File: src/rtl/matmul_pkg.sv
// Shared constants, CONTROL field layout and sequencer states for the matmul controller.
package matmul_pkg;

   localparam int BUS_WIDTH   = 32;
   localparam int ADDR_WIDTH  = 16;
   localparam int MAX_DIM     = 4;
   localparam int SP_NTARGETS = 4;

   localparam int DIM_W = $clog2(MAX_DIM);
   localparam int TGT_W = $clog2(SP_NTARGETS);
   localparam int CNT_W = DIM_W + 1;

   localparam logic [ADDR_WIDTH-1:0] CTRL_ADDR   = 16'h0000;
   localparam logic [ADDR_WIDTH-1:0] STATUS_ADDR = 16'h0004;
   localparam logic [ADDR_WIDTH-1:0] PERF_ADDR   = 16'h0008;

   localparam int CTRL_START   = 0;
   localparam int CTRL_BIAS    = 1;
   localparam int CTRL_TGT_LSB = 2;
   localparam int CTRL_M_LSB   = 8;
   localparam int CTRL_K_LSB   = 10;
   localparam int CTRL_N_LSB   = 12;

   typedef enum logic [2:0] {IDLE, FEED, DRAIN, WRITE, DONE} state_t;

   // Storable CONTROL bits; start is a strobe and never held.
   function automatic logic [BUS_WIDTH-1:0] ctrl_rw_mask();
      logic [BUS_WIDTH-1:0] m;
      m = '0;
      m[CTRL_BIAS] = 1'b1;
      m[CTRL_TGT_LSB +: TGT_W] = '1;
      m[CTRL_M_LSB +: DIM_W] = '1;
      m[CTRL_K_LSB +: DIM_W] = '1;
      m[CTRL_N_LSB +: DIM_W] = '1;
      return m;
   endfunction

   localparam logic [BUS_WIDTH-1:0] CTRL_RW_MASK = ctrl_rw_mask();

endpackage

File: src/rtl/matmul_ctrl_if.sv
// APB slave bus bundle for the matmul controller.
interface matmul_ctrl_if;
   import matmul_pkg::*;

   logic                  psel;
   logic                  penable;
   logic                  pwrite;
   logic [MAX_DIM-1:0]    pstrb;
   logic [BUS_WIDTH-1:0]  pwdata;
   logic [ADDR_WIDTH-1:0] paddr;
   logic                  pready;
   logic                  pslverr;
   logic [BUS_WIDTH-1:0]  prdata;

   modport master (
      output psel, penable, pwrite, pstrb, pwdata, paddr,
      input  pready, pslverr, prdata
   );

   modport slave (
      input  psel, penable, pwrite, pstrb, pwdata, paddr,
      output pready, pslverr, prdata
   );

endinterface

File: src/rtl/matmul_apb_regs.sv
// APB decode, CONTROL register with byte strobes, error response and read mux.
// PERF register exists only when MATMUL_CTRL_PERF_EN is defined.
module matmul_apb_regs
   import matmul_pkg::*;
(
   input  logic             clk,
   input  logic             rst,
   matmul_ctrl_if.slave     apb,
   input  logic             busy,
   input  logic             done,
   input  logic             ovf,
`ifdef MATMUL_CTRL_PERF_EN
   input  logic [BUS_WIDTH-1:0] perf_cnt,
`endif
   output logic             start,
   output logic             bias,
   output logic [TGT_W-1:0] target,
   output logic [DIM_W-1:0] m_last,
   output logic [DIM_W-1:0] k_last,
   output logic [DIM_W-1:0] n_last
);

   logic [BUS_WIDTH-1:0] ctrl_q;
   logic [BUS_WIDTH-1:0] lane_mask;
   logic [BUS_WIDTH-1:0] status_word;
   logic access, hit_ctrl, hit_status, hit_perf, mapped, wr_ctrl;

   assign access     = apb.psel && apb.penable;
   assign hit_ctrl   = (apb.paddr == CTRL_ADDR);
   assign hit_status = (apb.paddr == STATUS_ADDR);
`ifdef MATMUL_CTRL_PERF_EN
   assign hit_perf   = (apb.paddr == PERF_ADDR);
`else
   assign hit_perf   = 1'b0;
`endif
   assign mapped     = hit_ctrl || hit_status || hit_perf;

   // Writes while an operation runs are refused so the latched dimensions stay stable.
   assign wr_ctrl     = access && apb.pwrite && hit_ctrl && !busy;
   assign apb.pready  = access;
   assign apb.pslverr = access && (!mapped || (apb.pwrite && (!hit_ctrl || busy)));

   for (genvar i = 0; i < MAX_DIM; i++) begin : g_lane
      assign lane_mask[8*i +: 8] = {8{apb.pstrb[i]}};
   end

   always_ff @(posedge clk) begin
      if (!rst)
         ctrl_q <= '0;
      else if (wr_ctrl)
         ctrl_q <= (ctrl_q & ~lane_mask) | (apb.pwdata & lane_mask & CTRL_RW_MASK);
   end

   assign start  = wr_ctrl && apb.pstrb[0] && apb.pwdata[CTRL_START];
   assign bias   = ctrl_q[CTRL_BIAS];
   assign target = ctrl_q[CTRL_TGT_LSB +: TGT_W];
   assign m_last = ctrl_q[CTRL_M_LSB +: DIM_W];
   assign k_last = ctrl_q[CTRL_K_LSB +: DIM_W];
   assign n_last = ctrl_q[CTRL_N_LSB +: DIM_W];

   assign status_word = {{(BUS_WIDTH-3){1'b0}}, ovf, done, busy};

   always_comb begin
      apb.prdata = '0;
      if (access && !apb.pwrite && mapped) begin
         if (hit_ctrl)   apb.prdata = ctrl_q;
         if (hit_status) apb.prdata = status_word;
`ifdef MATMUL_CTRL_PERF_EN
         if (hit_perf)   apb.prdata = perf_cnt;
`endif
      end
   end

endmodule

File: src/rtl/matmul_ctrl.sv
// Matmul sequencer: FEED -> DRAIN -> WRITE -> DONE driven from APB CONTROL writes.
// Optional busy-cycle counter at 0x08 when MATMUL_CTRL_PERF_EN is defined.
module matmul_ctrl
   import matmul_pkg::*;
(
   input  logic             clk,
   input  logic             rst,
   matmul_ctrl_if.slave     apb,
   output logic             busy,
   output logic             done,
   output logic             dp_clear,
   output logic             dp_feed_en,
   output logic [DIM_W-1:0] dp_feed_idx,
   output logic             dp_en,
   input  logic             dp_ovf,
   output logic             res_wr_en,
   output logic [DIM_W-1:0] res_row,
   output logic [TGT_W-1:0] res_target,
   output logic             bias_en
);

   state_t           state_q, state_d;
   logic [CNT_W-1:0] cnt_q, cnt_d;
   logic [CNT_W-1:0] drain_last;
   logic             done_q, ovf_q;
   logic             start, bias;
   logic [TGT_W-1:0] target;
   logic [DIM_W-1:0] m_last, k_last, n_last;

`ifdef MATMUL_CTRL_PERF_EN
   logic [BUS_WIDTH-1:0] perf_q;
`endif

   matmul_apb_regs u_regs (
      .clk      (clk),
      .rst      (rst),
      .apb      (apb),
      .busy     (busy),
      .done     (done_q),
      .ovf      (ovf_q),
`ifdef MATMUL_CTRL_PERF_EN
      .perf_cnt (perf_q),
`endif
      .start    (start),
      .bias     (bias),
      .target   (target),
      .m_last   (m_last),
      .k_last   (k_last),
      .n_last   (n_last)
   );

   assign busy = (state_q != IDLE);
   assign done = done_q;

   // Drain covers M+N-1 cycles, so the last count is (M-1)+(N-1).
   assign drain_last = {1'b0, m_last} + {1'b0, n_last};

   always_ff @(posedge clk) begin
      if (!rst) begin
         state_q <= IDLE;
         cnt_q   <= '0;
      end else begin
         state_q <= state_d;
         cnt_q   <= cnt_d;
      end
   end

   always_comb begin
      state_d     = state_q;
      cnt_d       = cnt_q;
      dp_clear    = 1'b0;
      dp_feed_en  = 1'b0;
      dp_feed_idx = '0;
      dp_en       = 1'b0;
      res_wr_en   = 1'b0;
      res_row     = '0;
      res_target  = '0;
      bias_en     = 1'b0;
      unique case (state_q)
         IDLE: begin
            if (start) begin
               state_d = FEED;
               cnt_d   = '0;
            end
         end
         FEED: begin
            dp_en       = 1'b1;
            dp_feed_en  = 1'b1;
            dp_feed_idx = cnt_q[DIM_W-1:0];
            dp_clear    = (cnt_q == '0) && !bias;
            if (cnt_q == {1'b0, k_last}) begin
               state_d = DRAIN;
               cnt_d   = '0;
            end else begin
               cnt_d = cnt_q + CNT_W'(1);
            end
         end
         DRAIN: begin
            dp_en = 1'b1;
            if (cnt_q == drain_last) begin
               state_d = WRITE;
               cnt_d   = '0;
            end else begin
               cnt_d = cnt_q + CNT_W'(1);
            end
         end
         WRITE: begin
            res_wr_en  = 1'b1;
            res_row    = cnt_q[DIM_W-1:0];
            res_target = target;
            bias_en    = bias;
            if (cnt_q == {1'b0, m_last}) begin
               state_d = DONE;
               cnt_d   = '0;
            end else begin
               cnt_d = cnt_q + CNT_W'(1);
            end
         end
         DONE:    state_d = IDLE;
         default: state_d = IDLE;
      endcase
   end

   always_ff @(posedge clk) begin
      if (!rst) begin
         done_q <= 1'b0;
         ovf_q  <= 1'b0;
      end else if (start) begin
         done_q <= 1'b0;
         ovf_q  <= 1'b0;
      end else begin
         if (state_q == WRITE && state_d == DONE)
            done_q <= 1'b1;
         if ((state_q == FEED || state_q == DRAIN) && dp_ovf)
            ovf_q <= 1'b1;
      end
   end

`ifdef MATMUL_CTRL_PERF_EN
   always_ff @(posedge clk) begin
      if (!rst)
         perf_q <= '0;
      else if (start)
         perf_q <= '0;
      else if (busy && perf_q != '1)
         perf_q <= perf_q + BUS_WIDTH'(1);
   end
`endif

endmodule

File: src/flat_wrapper.sv
// flat-port wrapper written by rule: the top's interface ports become plain ports
module matmul_ctrl_flat import matmul_pkg::*;
  (clk, rst, busy, done, dp_clear, dp_feed_en, dp_feed_idx, dp_en, dp_ovf, res_wr_en, res_row, res_target, bias_en, apb_psel, apb_penable, apb_pwrite, apb_pstrb, apb_pwdata, apb_paddr, apb_pready, apb_pslverr, apb_prdata);
  matmul_ctrl_if apb_i ();
  input  logic clk;
  input  logic rst;
  output logic busy;
  output logic done;
  output logic dp_clear;
  output logic dp_feed_en;
  output logic [DIM_W-1:0] dp_feed_idx;
  output logic dp_en;
  input  logic dp_ovf;
  output logic res_wr_en;
  output logic [DIM_W-1:0] res_row;
  output logic [TGT_W-1:0] res_target;
  output logic bias_en;
  input wire logic [$bits(apb_i.psel)-1:0] apb_psel;
  input wire logic [$bits(apb_i.penable)-1:0] apb_penable;
  input wire logic [$bits(apb_i.pwrite)-1:0] apb_pwrite;
  input wire logic [$bits(apb_i.pstrb)-1:0] apb_pstrb;
  input wire logic [$bits(apb_i.pwdata)-1:0] apb_pwdata;
  input wire logic [$bits(apb_i.paddr)-1:0] apb_paddr;
  output wire logic [$bits(apb_i.pready)-1:0] apb_pready;
  output wire logic [$bits(apb_i.pslverr)-1:0] apb_pslverr;
  output wire logic [$bits(apb_i.prdata)-1:0] apb_prdata;
  assign apb_i.psel = apb_psel;
  assign apb_i.penable = apb_penable;
  assign apb_i.pwrite = apb_pwrite;
  assign apb_i.pstrb = apb_pstrb;
  assign apb_i.pwdata = apb_pwdata;
  assign apb_i.paddr = apb_paddr;
  assign apb_pready = apb_i.pready;
  assign apb_pslverr = apb_i.pslverr;
  assign apb_prdata = apb_i.prdata;
  matmul_ctrl u_core (.clk(clk), .rst(rst), .apb(apb_i), .busy(busy), .done(done), .dp_clear(dp_clear), .dp_feed_en(dp_feed_en), .dp_feed_idx(dp_feed_idx), .dp_en(dp_en), .dp_ovf(dp_ovf), .res_wr_en(res_wr_en), .res_row(res_row), .res_target(res_target), .bias_en(bias_en));
endmodule
File: config.mk
export PLATFORM = sky130hd
export DESIGN_NAME = matmul_ctrl_flat
export DESIGN_NICKNAME = d
export VERILOG_FILES = /design/src/rtl/matmul_pkg.sv /design/src/rtl/matmul_ctrl_if.sv /design/src/rtl/matmul_apb_regs.sv /design/src/rtl/matmul_ctrl.sv /design/src/flat_wrapper.sv
export SDC_FILE = /design/constraint.sdc
export NUM_CORES = 1
export LEC_CHECK = 0
export ABC_CLOCK_PERIOD_IN_PS = 2800
export CAP_MARGIN = 10
export CORE_AREA = 2 2 63 89
export CTS_CLUSTER_SIZE = 8
export DETAILED_ROUTE_END_ITERATION = 10
export DIE_AREA = 0 0 65 91
export PLACE_DENSITY = 0.83
export SLEW_MARGIN = 20
export SYNTH_ARGS = -nofsm -noshare
export SYNTH_HDL_FRONTEND = slang
export SYNTH_SLANG_ARGS = --single-unit
File: constraint.sdc
create_clock -name clk -period 2.8 [get_ports clk]
set_clock_uncertainty 0.2 [all_clocks]
set_input_delay 0.56 -clock clk [delete_from_list [all_inputs] [get_ports clk]]
set_output_delay 0.56 -clock clk [all_outputs]
set_load 0.005 [all_outputs]
==> impl_results.md, run 1 <==
- Outcome: complete, no violations
- Area delta synth->final: 58.0%
- Grt total ovfl: 0
- Nets: between 300 and 400
- Power density over cell area: roughly 360 nW/um^2
- Starting Density: 0.384
- Synth top area share: 0.410
- Via density: between 4 and 5
- Seq/Total Area, Yosys: 0.410
- Prevailing post-synth register cell: dfxtp_1
- Hold Crit Class: reg2reg
- Final Hold Fails: 0
- Critical path's slowest cell: nor4_4
- Comb power frac: 0.078
- Share of post-route cells with drive strength above 1: 0.302
- DIE AREA: just under 6000 um^2
- Yosys top cell by area: dfxtp_1
- Final core utilization: 0.607
- Clock sink count: 40
- Routed Antenna Nets: 0
- Sw power: 0.236 mW
- Initial antenna violation count: 0
- CP endpoint kind: output pin
- Ys async rst share: 0
- Multi-input logic area: 1120 um^2
- WL per Instance: approximately 14 um
- IO Count: 105
- Slew headroom: 0.714
- Root Driver: clkbuf_8
- Die Y: 91 um
- Antenna diodes: 0
- Total vias in the final route: about 1900
- Critical Setup Path Class: in2out
- Pins over their slew limit: 0
- Commonest cells in the netlist: and2_1, dfxtp_1, a21oi_1
- DRT iter0 DRCs: 111
- Seq pwr share: 0.507
- Sw frac: 0.210
- Yosys reg bits: 40
- First-pass GRT wire length: 9.20 mm
- Crit-path max FO: 5
- Pint: approximately 0.89 mW
- RePlAce Congestion: roughly 0.86
- Peak VDD IR: approximately 0.29 mV
- Clk pin slew, worst setup/hold paths: approximately 0.080 ns
- Row cnt: 31
- Setup TNS: 0 ns
- Min Hold Slack: ~0.25 ns
- Clock power frac: 0.416
- Final Power: 1.12 mW
- Worst-Margin Slew: around 0.42 ns
- Total of max-cap violations: 0
- Routed Wire Length: around 5.6 mm
- Clock Tree Buf Depth: 2
- Top-count cell post-synth: and2_1
- Final period util: 0.998
- Fill count: 446
- Port Buf Inserts: 82
- TritonCTS clock tree: built
- Register area: 801 um^2
- Worst-Skew Late Latency: between 0.2 and 0.3 ns
- Max Clk Rate: 0.358 GHz
- Core box area: 5080 um^2
- Critical path arrival: between 2 and 2.5 ns
- Crit path buf inv count: 5
- Top cells by area, synth: dfxtp_1, and2_1, and3_1
- Crit path launch type: input port
- GR Util All Layers: 0.196
- Synthesis warning total: 0
- Post-DP HPWL: around 4.0 mm
- Crit path time final: between 2 and 3 ns
- Critical Path RT: between 2 and 2.5 ns
- DRC errors left: 0
- Hold Buf Count CTS: 0
- Avg Inst Size Synth: roughly 8.7 um^2
- Setup violations, final: 0
- Die width: roughly 65 um
- Synth Cell Area: between 1500 and 2000 um^2
- Cells after synthesis: around 220
- CTS buffer count: 5
- Number of global-route vias before repair: 2070
- Max stage delay on crit path: 0.29 ns
- Drt pass-1 iters: 4
- H-tree depth: 2
- Largest net degree at the start of global routing: 16
- Crit-path cells: buf_6, nor4_4, nand4_1, nor4_4, buf_4, clkbuf_16, buf_4, and2_1, buf_2
- Distinct cells, synth: 40
- Post-synth EDFFs: 0
- Post-synth net total: ~290
- Cell family with most CP delay: simple AND/OR/NAND/NOR gates
- Leak pwr: approximately 1.4 nW
worst reg2reg max path: stages, from the launching register on:
cell     delay (ns)
dfxtp_1        0.39
ha_1           0.16
inv_1          0.05
fa_1           0.55
xor2_1         0.15
nand3_1        0.10
or3b_2         0.47
a21oi_1        0.19
o21a_1         0.12
final timing paths:
| path | startpoint | to | slack [ns] | cells after the start |
|---|---|---|---|---|
| setup / recovery | apb_paddr[0] | apb_prdata[8] | 0.006 | 9 |
| hold / removal | u_core.u_regs.ctrl_q[29] | u_core.u_regs.ctrl_q[29] | 0.25 | 1 |
| setup reg to reg | register | u_core.state_q[0] | 0.36 | 8 |
| hold reg to reg | u_core.u_regs.ctrl_q[29] | u_core.u_regs.ctrl_q[29] | 0.25 | 1 |
per-layer routing:
metal,share of wire,global-route usage,up-vias
li1,-,-,949
met1,0.41,0.233,896
met2,0.50,0.334,62
met3,0.066,0.0520,12
met4,0.019,0.0709,0
met5,0,0,-
layout by cell type (no fill, tap or decap), types with 2 or more instances in the layout:
master	netlist	final
dfxtp_1	40	40
and2_1	48	37
clkdlybuf4s50_1	0	32
buf_2	4	26
buf_4	2	19
a21oi_1	15	15
and3_1	13	13
nand3_1	13	13
nand2_1	13	12
buf_6	2	12
and2_4	0	11
nor2_1	12	11
inv_1	8	8
xor2_1	6	6
clkdlybuf4s15_2	0	6
clkbuf_8	0	5
clkdlybuf4s15_1	0	5
nor4_4	0	4
mux2i_1	4	4
nor3_1	4	3
ha_1	3	3
nor2b_1	2	2
nor3_2	1	2
xnor2_1	2	2
nand3b_1	2	2
a22oi_1	2	2
dlygate4sd2_1	0	2
buf_12	0	2
kinds of logic after synthesis:
kind of cell	after synthesis	synth area share
and+or+nand+nor	123	0.377
xor gates and xnor gates	8	0.0359
adders and majority gates	4	0.0295
buffers and inverters	22	0.0570
muxes	4	0.0205
DFF	40	0.410
AOI/OAI and AO/OA	23	0.0699
layout make-up:
| class | instances | area share |
|---|---|---|
| Clock buffer | 6 | 0.0235 |
| Multi-Input combinational cell | 162 | 0.362 |
| Sequential cell | 40 | 0.260 |
| Inverter | 8 | 0.00974 |
| Timing Repair Buffer | 107 | 0.307 |
| Tap cell | 66 | 0.0268 |
| Clock inverter | 2 | 0.0114 |
what timing repair did:
action,in CTS,in global routing
endpoints found under the setup margin,33,32
setup buffers,9,4
gates cloned,2,0
pin swaps,11,7
gates resized for setup,193,10
per-stage QoR:
stage / cells / cell area [um^2] / setup WS [ns]
after floorplan: 224 / 1950 / 0.267
after global placement: 370 / 2890 / -0.605
after detailed placement: 370 / 2890 / -0.661
after CTS: 389 / 3070 / -0.0866
after global routing: 391 / 3080 / -0.0817
final: 391 / 3080 / 0.00591
power by group through the flow:
stage	Combinational [mW]	Sequential [mW]	Clock, mW
after detailed placement	0.0827	0.582	0
after global routing	0.0922	0.568	0.492
final	0.0871	0.568	0.466
after floorplan	0.0152	0.582	0
after CTS	0.0851	0.568	0.473
after global placement	0.0816	0.582	0
Power figures use the tool's default switching activity.
==> run 2: changes to the inputs <==
--- a/config.mk
+++ b/config.mk
@@ -7,12 +7,13 @@
 export LEC_CHECK = 0
 export ABC_CLOCK_PERIOD_IN_PS = 2800
 export CAP_MARGIN = 10
-export CORE_AREA = 2 2 63 89
+export CORE_AREA = 2 2 59 83
 export CTS_CLUSTER_SIZE = 8
 export DETAILED_ROUTE_END_ITERATION = 10
-export DIE_AREA = 0 0 65 91
-export PLACE_DENSITY = 0.83
-export SLEW_MARGIN = 20
+export DIE_AREA = 0 0 61 85
+export DONT_BUFFER_PORTS = 1
+export PLACE_DENSITY = 0.62
+export SLEW_MARGIN = 15
 export SYNTH_ARGS = -nofsm -noshare
 export SYNTH_HDL_FRONTEND = slang
 export SYNTH_SLANG_ARGS = --single-unit
==> impl_results.md, run 2 (synthesis results as in run 1) <==
- Via density: ~5.3
- Worst-Margin Slew: between 0.5 and 0.6 ns
- CTS buffer count: 5
- WHS Path Cells: 1
- H-tree depth: 2
- Hold Crit Class: in2reg
- Non-filler cells in the finished layout: about 280
- Post-DP HPWL: between 3 and 4 mm
- Port Buf Inserts: 0
- Row cnt: 29
- First-pass GRT wire length: around 7 mm
- Root Driver: clkbuf_8
- Routed Antenna Nets: 0
- Routed Wire Length: roughly 4.3 mm
- Most Used Layer, Global Route: met2
- Pins over their slew limit: 0
- Final Hold Fails: 0
- DRC errors left: 0
- Total vias in the final route: 1487
- Area delta synth->final: 6.03%
- Crit-path cells: nor4_2, nand4_1, nor4_4, buf_12, and2_1
- Stages on worst setup path: 5
- Register area: 801 um^2
- Total of max-cap violations: 0
- Fill count: 480
- R2R setup slack: 0.38 ns
- Final period util: 0.916
- Hold Path Origin: rst
- Power density over cell area: 455 nW/um^2
- Commonest cells after routing, fill and taps aside: and2_1, dfxtp_1, a21oi_1
- DIE AREA: approximately 5200 um^2
- CP endpoint kind: output pin
- M3 GR Usage: 0.0564
- Crit-path max FO: 29
- Multi-input logic area: roughly 1000 um^2
- Slew headroom: 0.648
- Min Hold Slack: between 0.15 and 0.2 ns
- Crit path time final: approximately 2.6 ns
- Clock Tree Buf Depth: 2
- Number of global-route vias before repair: roughly 1500
- Leak pwr: ~0.84 nW
- FF-to-FF path depth: 8
- Core box area: between 4000 and 5000 um^2
- GRT met2 Usage: 0.275
- Nets: 282
- WL per Instance: approximately 15 um
- Met1 usage: 0.226
- RePlAce Congestion: slightly above 0.8
- RSZ-0062 raised after global routing: no
- Peak VDD IR: between 0.3 and 0.4 mV
- Hold Buf Count CTS: 0
- Cell family with most CP delay: simple AND/OR/NAND/NOR gates
- Critical path's slowest cell: nor4_2
- Drt pass-1 iters: 4
- DRT iter0 DRCs: 90
- Post-route cell area: between 2000 and 2500 um^2
- Leading cell type in the layout, fill and taps excluded: and2_1
- Placed instance area: between 1500 and 2000 um^2
- Clock sink count: 40
- Die width: between 60 and 70 um
- Outcome: complete, no violations
- Crit path launch type: input port
- Worst-Skew Late Latency: between 0.2 and 0.3 ns
- Starting Density: 0.437
- Grt total ovfl: 0
- Initial antenna violation count: 0
- Setup TNS: 0 ns
- Max Clk Rate: about 0.39 GHz
- Post-cts sizing count: 0
- Crit path buf inv count: 1
- Largest net degree at the start of global routing: 30
- Share of post-route cells with drive strength above 1: 0.0818
- Placed instance count: 275
- Clk pin slew, worst setup/hold paths: around 0.080 ns
- Critical Path RT: between 2 and 2.5 ns
- GR Util All Layers: 0.178
- Post-CTS setup buffers: 0
- Hold endpoint: u_core.state_q[0]
- Die Y: 85 um
- Critical Setup Path Class: in2out
- TritonCTS clock tree: built
- Critical path arrival: 1.81 ns
- Setup violations, final: 0
- IO Count: about 110
- Max stage delay on crit path: 0.31 ns
- Antenna diodes: 0
- Reg-to-reg endpoint: u_core.state_q[0]
run 2: routing by layer:
metal / wire (um) / vias up / share of wire
met2: 2170 / 44 / 0.50
li1: - / 741 / -
met3: 287 / 4 / 0.066
met4: 46 / 0 / 0.011
met5: 0 / - / 0
met1: 1830 / 698 / 0.42
run 2: worst max-delay path by stage:
stage	slack (ns)	end	startpoint
finish	0.23	apb_prdata[10]	apb_paddr[1]
CTS	0.21	apb_prdata[10]	apb_paddr[1]
detailed placement	0.23	apb_prdata[10]	apb_paddr[1]
floorplan	0.27	apb_prdata[21]	apb_paddr[5]
global route	0.12	apb_prdata[19]	apb_paddr[1]
global placement	0.25	apb_prdata[10]	apb_paddr[1]
run 2: report_power, final:
group | internal (mW) | switching (mW) | total [mW]
Sequential | 0.568 | 0.00000186 | 0.568
Combinational | 0.00507 | 0.0107 | 0.0158
Clock | 0.169 | 0.188 | 0.357
Total | 0.743 | 0.199 | 0.941
run 2: cell type report:
cell class	count	share of cell area
clock inverters	1	0.00242
clock buffers	6	0.0351
multi-input cells	162	0.507
well taps	62	0.0375
flip-flops and latches	40	0.387
inverters	8	0.0145
repair buffers	3	0.0169
run 2: per-stage QoR:
stage	setup slack (ns)	util	power (mW)
6_report	0.234	0.464	0.941
5_1_grt	0.119	0.464	0.986
4_1_cts	0.212	0.464	0.956
3_5_place_dp	0.228	0.446	0.598
3_3_place_gp	0.247	0.446	0.598
2_1_floorplan	0.267	-	0.597
==> run 3: changes to the inputs <==
--- a/config.mk
+++ b/config.mk
@@ -6,13 +6,14 @@
 export NUM_CORES = 1
 export LEC_CHECK = 0
 export ABC_CLOCK_PERIOD_IN_PS = 2800
-export CAP_MARGIN = 10
+export CAP_MARGIN = 20
 export CORE_AREA = 2 2 59 83
 export CTS_CLUSTER_SIZE = 8
 export DETAILED_ROUTE_END_ITERATION = 10
 export DIE_AREA = 0 0 61 85
 export DONT_BUFFER_PORTS = 1
-export PLACE_DENSITY = 0.62
+export HOLD_SLACK_MARGIN = 0.03
+export PLACE_DENSITY = 0.6
 export SLEW_MARGIN = 15
 export SYNTH_ARGS = -nofsm -noshare
 export SYNTH_HDL_FRONTEND = slang
==> impl_results.md, run 3 (synthesis results as in run 1) <==
- Outcome: complete, no violations
- Final Hold Fails: 0
- Share of post-route cells with drive strength above 1: 0.0905
- Leak pwr: 0.862 nW
- Post-CTS setup buffers: 0
- Nets: approximately 280
- Initial antenna violation count: 0
- WL per Instance: ~15 um
- Pint: between 0.8 and 0.9 mW
- Pins over their slew limit: 0
- Hold Crit Class: in2reg
- DRT iter0 DRCs: 75
- DIE AREA: around 5200 um^2
- Area delta synth->final: 8.53%
- Row cnt: 29
- GR Util All Layers: 0.172
- Crit path launch type: input port
- Crit path time final: roughly 2.5 ns
- Final worst setup slack: 0.263 ns
- Crit-path max FO: 29
- Power density over cell area: 518 nW/um^2
- Port Buf Inserts: 0
- Post-DP HPWL: around 3.1 mm
- Die Y: roughly 85 um
- Starting Density: 0.437
- Seq pwr share: 0.518
- Routed Wire Length: about 4.2 mm
- Total vias in the final route: roughly 1500
- Max Clk Rate: about 0.39 GHz
- DRC errors left: 0
- Commonest cells after routing, fill and taps aside: and2_1, dfxtp_1, a21oi_1
- Final period util: 0.906
- Drt pass-1 iters: 4
- Worst-Skew Late Latency: ~0.29 ns
- Largest net degree at the start of global routing: 30
- Sw frac: 0.191
- Critical path arrival: approximately 1.8 ns
- Root Driver: clkbuf_8
- Min Hold Slack: between 0.15 and 0.2 ns
- Post-cts sizing count: 0
- IO Count: 105
- Hold Buf Count CTS: 0
- RePlAce Congestion: just under 0.8
- Die width: a little over 60 um
- Critical Setup Path Class: in2out
- Worst-Margin Slew: roughly 0.51 ns
- Critical Path RT: 2.04 ns
- Clock power frac: 0.468
- Peak VDD IR: ~0.33 mV
- Final Power: between 1 and 1.5 mW
- CP endpoint kind: output pin
- Setup TNS: 0 ns
- Via density: 5.28
- Antenna diodes: 0
- Slew headroom: 0.657
- Core box area: about 4500 um^2
- Place WS: around 0.25 ns
- CTS buffer count: 5
- RSZ-0062 raised after global routing: no
- Clk pin slew, worst setup/hold paths: ~0.08 ns
- Comb power frac: 0.014
- Routed Antenna Nets: 0
- Clock sink count: 40
- TritonCTS clock tree: built
- Setup violations, final: 0
- Sw power: 0.210 mW
- Leading cell type in the layout, fill and taps excluded: and2_1
- Clock Tree Buf Depth: 2
- H-tree depth: 2
- First-pass GRT wire length: around 6.7 mm
- Total of max-cap violations: 0
- Grt total ovfl: 0
- Number of global-route vias before repair: 1382
-- run 3: cell count changes in the layout (fill, tap and decap cells not counted) --
cell / before / now
bufinv_16: 0 / 1
clkbuf_1: 1 / 0
clkbuf_8: 5 / 7
clkinv_2: 1 / 0
-- run 3: cell type report --
cell class	count	area, um^2
multi-input combinational	162	1050
timing repair buffer	3	35.0
tap	62	77.6
inverter	8	30.0
clock inverter	1	30.0
clock buffer	7	96.3
sequential	40	801
fill	458	2340
-- run 3: worst paths after layout --
check / start / endpoint / slack (ns) / cells after the start
max reg2reg: register / u_core.state_q[0] / 0.37 / 8
max: apb_paddr[1] / apb_prdata[10] / 0.26 / 5
min: rst / u_core.state_q[0] / 0.18 / 1
min reg2reg: u_core.u_regs.ctrl_q[28] / u_core.u_regs.ctrl_q[28] / 0.26 / 1
-- run 3: metrics by stage --
stage               utilization  instances  area [um^2]
floorplan                     -        224         1950
global placement          0.446        275         1990
detailed placement        0.446        275         1990
CTS                       0.475        283         2120
global route              0.475        283         2120
finish                    0.475        283         2120
-- run 3: critical path, stage by stage --
cell	delay, ns
nor4_2	0.29
nand4_1	0.24
nor4_4	0.31
buf_12	0.19
and2_1	0.17
-- run 3: power groups by stage --
stage                     Sequential, mW  Clock [mW]  Combinational (mW)
after floorplan                    0.582           0              0.0152
after global placement             0.582           0              0.0161
after global routing               0.568       0.560              0.0180
after CTS                          0.568       0.527              0.0162
after detailed placement           0.582           0              0.0162
final                              0.568       0.513              0.0158
-- run 3: per-layer routing --
layer  part of all wire  vias to the layer above  track usage
met2               0.50                       47        0.275
met1               0.43                      701        0.215
met3              0.057                        7       0.0549
li1                   -                      739            -
met5                  0                        -            0
met4              0.015                        0       0.0593
